**config.mk**
```make
export PLATFORM = sky130hd
export DESIGN_NAME = div32_unit
export DESIGN_NICKNAME = d
export VERILOG_FILES = /design/src/rtl/div_pkg.sv /design/src/rtl/div_step.sv /design/src/rtl/div32_unit.sv
export SDC_FILE = /design/constraint.sdc
export NUM_CORES = 1
export LEC_CHECK = 0
export BUFFER_PORTS_ARGS = -buffer_cell sky130_fd_sc_hd__buf_2
export CAP_MARGIN = 5
export CORE_MARGIN = 5
export CORE_UTILIZATION = 50
export DETAILED_ROUTE_END_ITERATION = 12
export PLACE_DENSITY_LB_ADDON = 0.2
export SLEW_MARGIN = 20
export SYNTH_ARGS = -nofsm -noshare
export SYNTH_HDL_FRONTEND = slang
export SYNTH_SLANG_ARGS = --single-unit
```
**constraint.sdc**
```tcl
create_clock -name Clk -period 2.8 [get_ports Clk]
set_clock_uncertainty 0.2 [all_clocks]
set_input_delay 0.56 -clock Clk [delete_from_list [all_inputs] [get_ports Clk]]
set_output_delay 0.56 -clock Clk [all_outputs]
set_load 0.02 [all_outputs]
```
**src/rtl/div_pkg.sv**
```systemverilog
// rtl/div_pkg.sv - shared state type, constants and sign helper for div32_unit
package div_pkg;

    localparam int DIV_W     = 32;
    localparam int DIV_ITERS = 32;
    localparam int CNT_W     = $clog2(DIV_ITERS);

    localparam logic [CNT_W-1:0] LAST_ITER    = CNT_W'(DIV_ITERS - 1);
    localparam logic [DIV_W-1:0] DIV_ZERO_QUO = 32'hFFFF_FFFF;

    typedef enum logic [1:0] {
        IDLE  = 2'd0,
        CALC  = 2'd1,
        FIXUP = 2'd2
    } div_state_t;

    // Two's-complement negate when neg is set; used both to take magnitudes and to restore signs.
    function automatic logic [DIV_W-1:0] apply_sign(input logic [DIV_W-1:0] v, input logic neg);
        return neg ? (~v + 1'b1) : v;
    endfunction

endpackage

```
**src/rtl/div_step.sv**
```systemverilog
// rtl/div_step.sv - one combinational restoring-division iteration
module div_step
    import div_pkg::*;
(
    input  logic [DIV_W-1:0] rem,
    input  logic [DIV_W-1:0] quo,
    input  logic [DIV_W-1:0] divisor,
    output logic [DIV_W-1:0] rem_next,
    output logic [DIV_W-1:0] quo_next
);

    logic [DIV_W:0]   shifted;
    logic [DIV_W+1:0] trial;
    logic             borrow;
    logic             unused_trial_bit;

    assign shifted = {rem, quo[DIV_W-1]};
    assign trial   = {1'b0, shifted} - {2'b00, divisor};
    assign borrow  = trial[DIV_W+1];

    // A kept difference is always below the divisor, so it fits back into DIV_W bits.
    assign rem_next         = borrow ? shifted[DIV_W-1:0] : trial[DIV_W-1:0];
    assign quo_next         = {quo[DIV_W-2:0], ~borrow};
    assign unused_trial_bit = trial[DIV_W];

endmodule

```
**src/rtl/div32_unit.sv**
```systemverilog
// rtl/div32_unit.sv - multi-cycle 32-bit divider for HI/LO; DIV_SIGNED_EN enables signed DIV
module div32_unit
    import div_pkg::*;
#(
    parameter int WIDTH = 32
) (
    input  logic             Clk,
    input  logic             Rst_n,
    input  logic             Start,
    input  logic             Signed,
    input  logic             Cancel,
    input  logic [WIDTH-1:0] Dividend,
    input  logic [WIDTH-1:0] Divisor,
    output logic             Busy,
    output logic             Done,
    output logic             DivZero,
    output logic [WIDTH-1:0] Quotient,
    output logic [WIDTH-1:0] Remainder
);

    div_state_t       state, state_next;
    logic [CNT_W-1:0] count;
    logic [DIV_W-1:0] rem_r, quo_r, dsr_r;
    logic [DIV_W-1:0] rem_step, quo_step;
    logic             dz_r;
    logic             accept;
    logic             zero_dsr;
    logic [DIV_W-1:0] dvd_mag, dsr_mag, quo_fix, rem_fix;

    assign zero_dsr = (Divisor == '0);

    div_step u_step (
        .rem      (rem_r),
        .quo      (quo_r),
        .divisor  (dsr_r),
        .rem_next (rem_step),
        .quo_next (quo_step)
    );

`ifdef DIV_SIGNED_EN
    logic dvd_neg, dsr_neg, neg_q, neg_r;

    assign dvd_neg = Signed & Dividend[DIV_W-1];
    assign dsr_neg = Signed & Divisor[DIV_W-1];
    assign dvd_mag = apply_sign(Dividend, dvd_neg);
    assign dsr_mag = apply_sign(Divisor, dsr_neg);

    // A zero-divisor result is returned raw, so its sign flags stay clear.
    always_ff @(posedge Clk or negedge Rst_n) begin
        if (!Rst_n) begin
            neg_q <= 1'b0;
            neg_r <= 1'b0;
        end else if (accept) begin
            neg_q <= ~zero_dsr & (dvd_neg ^ dsr_neg);
            neg_r <= ~zero_dsr & dvd_neg;
        end
    end

    assign quo_fix = apply_sign(quo_r, neg_q);
    assign rem_fix = apply_sign(rem_r, neg_r);
`else
    logic unused_signed;

    assign unused_signed = Signed;
    assign dvd_mag       = Dividend;
    assign dsr_mag       = Divisor;
    assign quo_fix       = quo_r;
    assign rem_fix       = rem_r;
`endif

    always_ff @(posedge Clk or negedge Rst_n) begin
        if (!Rst_n) state <= IDLE;
        else        state <= state_next;
    end

    always_comb begin
        state_next = state;
        if (Cancel) begin
            state_next = IDLE;
        end else begin
            case (state)
                IDLE:    if (Start) state_next = zero_dsr ? FIXUP : CALC;
                CALC:    if (count == LAST_ITER) state_next = FIXUP;
                FIXUP:   state_next = IDLE;
                default: state_next = IDLE;
            endcase
        end
    end

    always_comb begin
        Busy   = 1'b0;
        accept = 1'b0;
        Busy   = (state != IDLE);
        accept = (state == IDLE) && Start && !Cancel;
    end

    always_ff @(posedge Clk or negedge Rst_n) begin
        if (!Rst_n) begin
            count     <= '0;
            rem_r     <= '0;
            quo_r     <= '0;
            dsr_r     <= '0;
            dz_r      <= 1'b0;
            Done      <= 1'b0;
            DivZero   <= 1'b0;
            Quotient  <= '0;
            Remainder <= '0;
        end else begin
            Done <= 1'b0;
            if (accept) begin
                count <= '0;
                dsr_r <= dsr_mag;
                dz_r  <= zero_dsr;
                if (zero_dsr) begin
                    quo_r <= DIV_ZERO_QUO;
                    rem_r <= Dividend;
                end else begin
                    quo_r <= dvd_mag;
                    rem_r <= '0;
                end
            end else if (state == CALC && !Cancel) begin
                rem_r <= rem_step;
                quo_r <= quo_step;
                count <= count + 1'b1;
            end else if (state == FIXUP && !Cancel) begin
                Quotient  <= quo_fix;
                Remainder <= rem_fix;
                DivZero   <= dz_r;
                Done      <= 1'b1;
            end
        end
    end

endmodule

```
==> impl_metrics.py <==
metrics = {
    "layout": {
        "final_util": 0.7007,
        "drive_gt1_frac": 0.4152,
        "antenna_cells": 0,
        "fin_nets": 1252,
        "area_growth_pct": 36.65,
        "fin_area_um2": 12160,
        "stdcell_count": 1386,
    },
    "logic_synthesis": {
        "syn_avg_cell_area_um2": 9.834,
        "syn_nets": 1009,
        "syn_area_um2": 8900,
        "synth_ff_type": "dfrtp_1",
        "synth_top_area_cell": "dfrtp_1",
        "synth_edf_count": 0,
        "yosysWarnings": 0,
        "synth_area_leaders": "dfrtp_1 (48%), mux2_2 (8.2%), nor2_1 (4.9%)",
        "ys_ff_latch": 170,
        "async_flop_share": 1.000,
        "syn_inst": 905,
        "seq_area_frac_synth": 0.4780,
        "synth.distinct_cells": 65,
        "synth.top_cell.area_share": 0.4780,
    },
    "clocking": {
        "cts.htree.levels": 4,
        "clk_path_buf_depth": 2,
        "clock-sinks": 170,
        "ctsRootBufferMaster": "clkbuf_16",
        "clk_pin_slew_ns": 0.07,
        "clock_latency_ns": 0.44,
        "cts_tree": "yes",
        "numCtsBuffers": 17,
    },
    "global_routing": {
        "grt_util_all_layers": 0.2634,
        "grt_busiest_layer": "met2",
        "use_met1": 0.3768,
        "grt_pass1_wl_um": 41970,
        "grt_max_degree": 73,
        "antenna_found_initial": 1,
        "grt_use_met2": 0.4017,
        "overflow": 0,
        "grt_pass1_vias": 7732,
        "grt_use_met3": 0.05058,
    },
    "critical_path": {
        "cp-startpoint": "rem_fix[0]",
        "critPathRequiredTime_ns": 2.93,
        "worst_setup_path_end_kind": "flop",
        "r2r-start": "rem_fix[0]",
        "crit_type": "flop to flop",
        "crit_arrival_ns": 3.11,
        "startpoint_type": "flop",
        "cp_max_fo": 7,
        "ff2ff_path_depth": 13,
    },
    "die": {
        "die-area_um2": 20570,
        "rows": 48,
        "die_w_um": 143.4,
        "start_util": 0.5128,
        "core_um2": 17360,
        "ios": 136,
        "dieHeight_um": 143.4,
    },
    "status": {
        "outcome": "finished, violations left",
        "violations": "negative setup slack",
    },
    "detailed_routing": {
        "ant_nets": 0,
        "drcViolationCount": 0,
        "via_per_inst": 5.847,
        "route.vias.total": 8104,
        "routedWlPerCell_um": 20.13,
        "first_pass_iters": 5,
        "routed_wl_um": 27900,
        "drt_iter0_drc": 634,
    },
    "min_path": {
        "hold_class": "input port to flop",
        "whs_path_depth": 3,
        "holdCritStartpoint": "Divisor[3]",
    },
    "pwr": {
        "p_total_mw": 13.83,
        "powerDensity_nw_per_um2": 1137,
        "p_leak_nw": 5.903,
        "ir_drop_uv": 715.5,
    },
    "run": {
        "max_cap_violations": 0,
    },
    "sta": {
        "fmaxAchievable_ghz": 0.3348,
        "setup_viol": 18,
        "relSlewSlack": 0.5136,
        "slew_viol_final": 0,
        "worst_slack_ns": -0.1868,
        "worstMarginPinSlew_ns": 0.7296,
        "whs_ns": 0.1385,
        "rsz0062_at_grt": "yes",
        "hold_violations": 0,
        "min_period_ns": 2.987,
        "period_share": 1.067,
    },
    "place": {
        "dpl.hpwl_um": 19300,
        "io_buffers": 134,
        "gp_congestion": 0.9437,
        "dp_cells": 1329,
        "placed_cell_area_um2": 10590,
    },
}
[where the power goes]
| group | switching, mW | internal [mW] |
|---|---|---|
| clock network | 1.19 | 1.23 |
| logic | 4.19 | 4.00 |
| registers | 0.345 | 2.88 |
[layout make-up]
cell class	instances	area, um2
inverter	36	135.1
fill	1267	5195
sequential	170	4254
multi-input combinational	646	4888
timing repair buffer	277	1978
clock buffer	17	425.4
tap	225	281.5
clock inverter	15	198.9
[stage by stage]
step / TNS (ns) / setup slack [ns]
CTS: -0.4040 / -0.1128
finish: -1.030 / -0.1868
global route: -3.425 / -0.2794
global placement: -1.847 / -0.2257
detailed placement: -3.759 / -0.2862
floorplan: 0 / 0.02962
[path summary, 6_finish.rpt]
kind	slack [ns]	end
worst max-delay path	-0.19	rem_fix[0]
worst min register to register	0.30	Quotient[6]
worst max register to register	-0.19	rem_fix[0]
worst min-delay path	0.14	dsr_r[3]
max in group asynchronous	1.26	rem_fix[28]
min in group asynchronous	0.41	Remainder[9]
[logic make-up after synthesis]
| family | synth area share |
|---|---|
| AO/OA/AOI/OAI | 0.1735 |
| XOR/XNOR | 0.02854 |
| adder cells (fa/ha/maj) | 0.05005 |
| buffers and inverters | 0.04442 |
| flip-flops | 0.4780 |
| multiplexers | 0.09476 |
| AND/OR/NAND/NOR | 0.1307 |
[synth_stat cells, types with 2 or more instances]
cell / n
buf_6: 4
a22oi_1: 8
a21oi_1: 52
nand2_1: 71
or3_1: 2
a211oi_1: 17
a31oi_1: 6
a21oi_2: 4
a32oi_1: 2
nand3b_1: 2
nor4_1: 9
xnor2_1: 17
a21o_1: 21
xor2_1: 12
nor2_1: 117
ha_1: 34
and3_1: 2
nand4_1: 10
o211ai_1: 4
nand2b_1: 5
a22o_1: 3
nand3_1: 8
buf_4: 2
buf_2: 6
o21ai_0: 62
o2111ai_1: 3
o22ai_2: 2
o21ai_1: 11
mux2_2: 65
o22ai_1: 31
clkbuf_1: 40
mux2i_1: 10
inv_1: 36
or2_2: 3
dfrtp_1: 170
o21a_1: 3
nor2b_1: 2
nor3_1: 20
a211o_1: 3
[cell usage in the layout (no fill, tap or decap), types with 5 or more instances in the layout]
master,n
nand2_1,63
nand2_2,8
a21oi_1,42
a211oi_2,15
a21o_1,20
ha_4,14
buf_6,9
nor2_1,105
o21ai_1,15
buf_12,8
nand2b_1,5
nor3_1,16
clkbuf_16,20
nand3_1,8
inv_1,33
o21ai_0,53
mux2i_1,9
nor2_2,6
xnor2_1,14
buf_4,119
ha_1,19
a22oi_1,8
buf_2,133
nor2_4,6
dfrtp_1,170
xor2_1,12
nand4_1,10
nor4_1,8
mux2_2,65
o22ai_1,31
a21oi_2,13
clkinv_8,7
[what timing repair did]
action,CTS,global route
endpoints found under the hold margin,48,0
endpoints found under the setup margin,31,33
buffers inserted,9,12
pin swaps,19,43
resized for setup,47,86
gates cloned,1,4
hold buffers,1,0
[registers in the layout (all words and copies together) (netlist names), 2 cells and up]
name and count:
Quotient 32, Remainder 32, count 5, dsr_r 32, quo_fix 32, rem_fix 32
state 2
[worst max-delay path, stage by stage (launching register included)]
cell and delay [ns]:
dfrtp_1 0.43, ha_1 0.30, nand3b_1 0.12, a21oi_2 0.20, o2111ai_2 0.16, and4b_4 0.26, o22ai_4 0.18, o22ai_4 0.11
buf_12 0.16, buf_6 0.12, buf_12 0.14, nor2_1 0.14, a211oi_2 0.07, a211oi_1 0.26
[routing by layer]
layer / wire length (um) / vias up / part of all wire
met5: 13 / - / 0.00047
met4: 895 / 2 / 0.032
met3: 2058 / 61 / 0.074
met2: 12730 / 351 / 0.46
met1: 12200 / 3973 / 0.44
li1: - / 3717 / -
(Power assumes the default switching activity.)
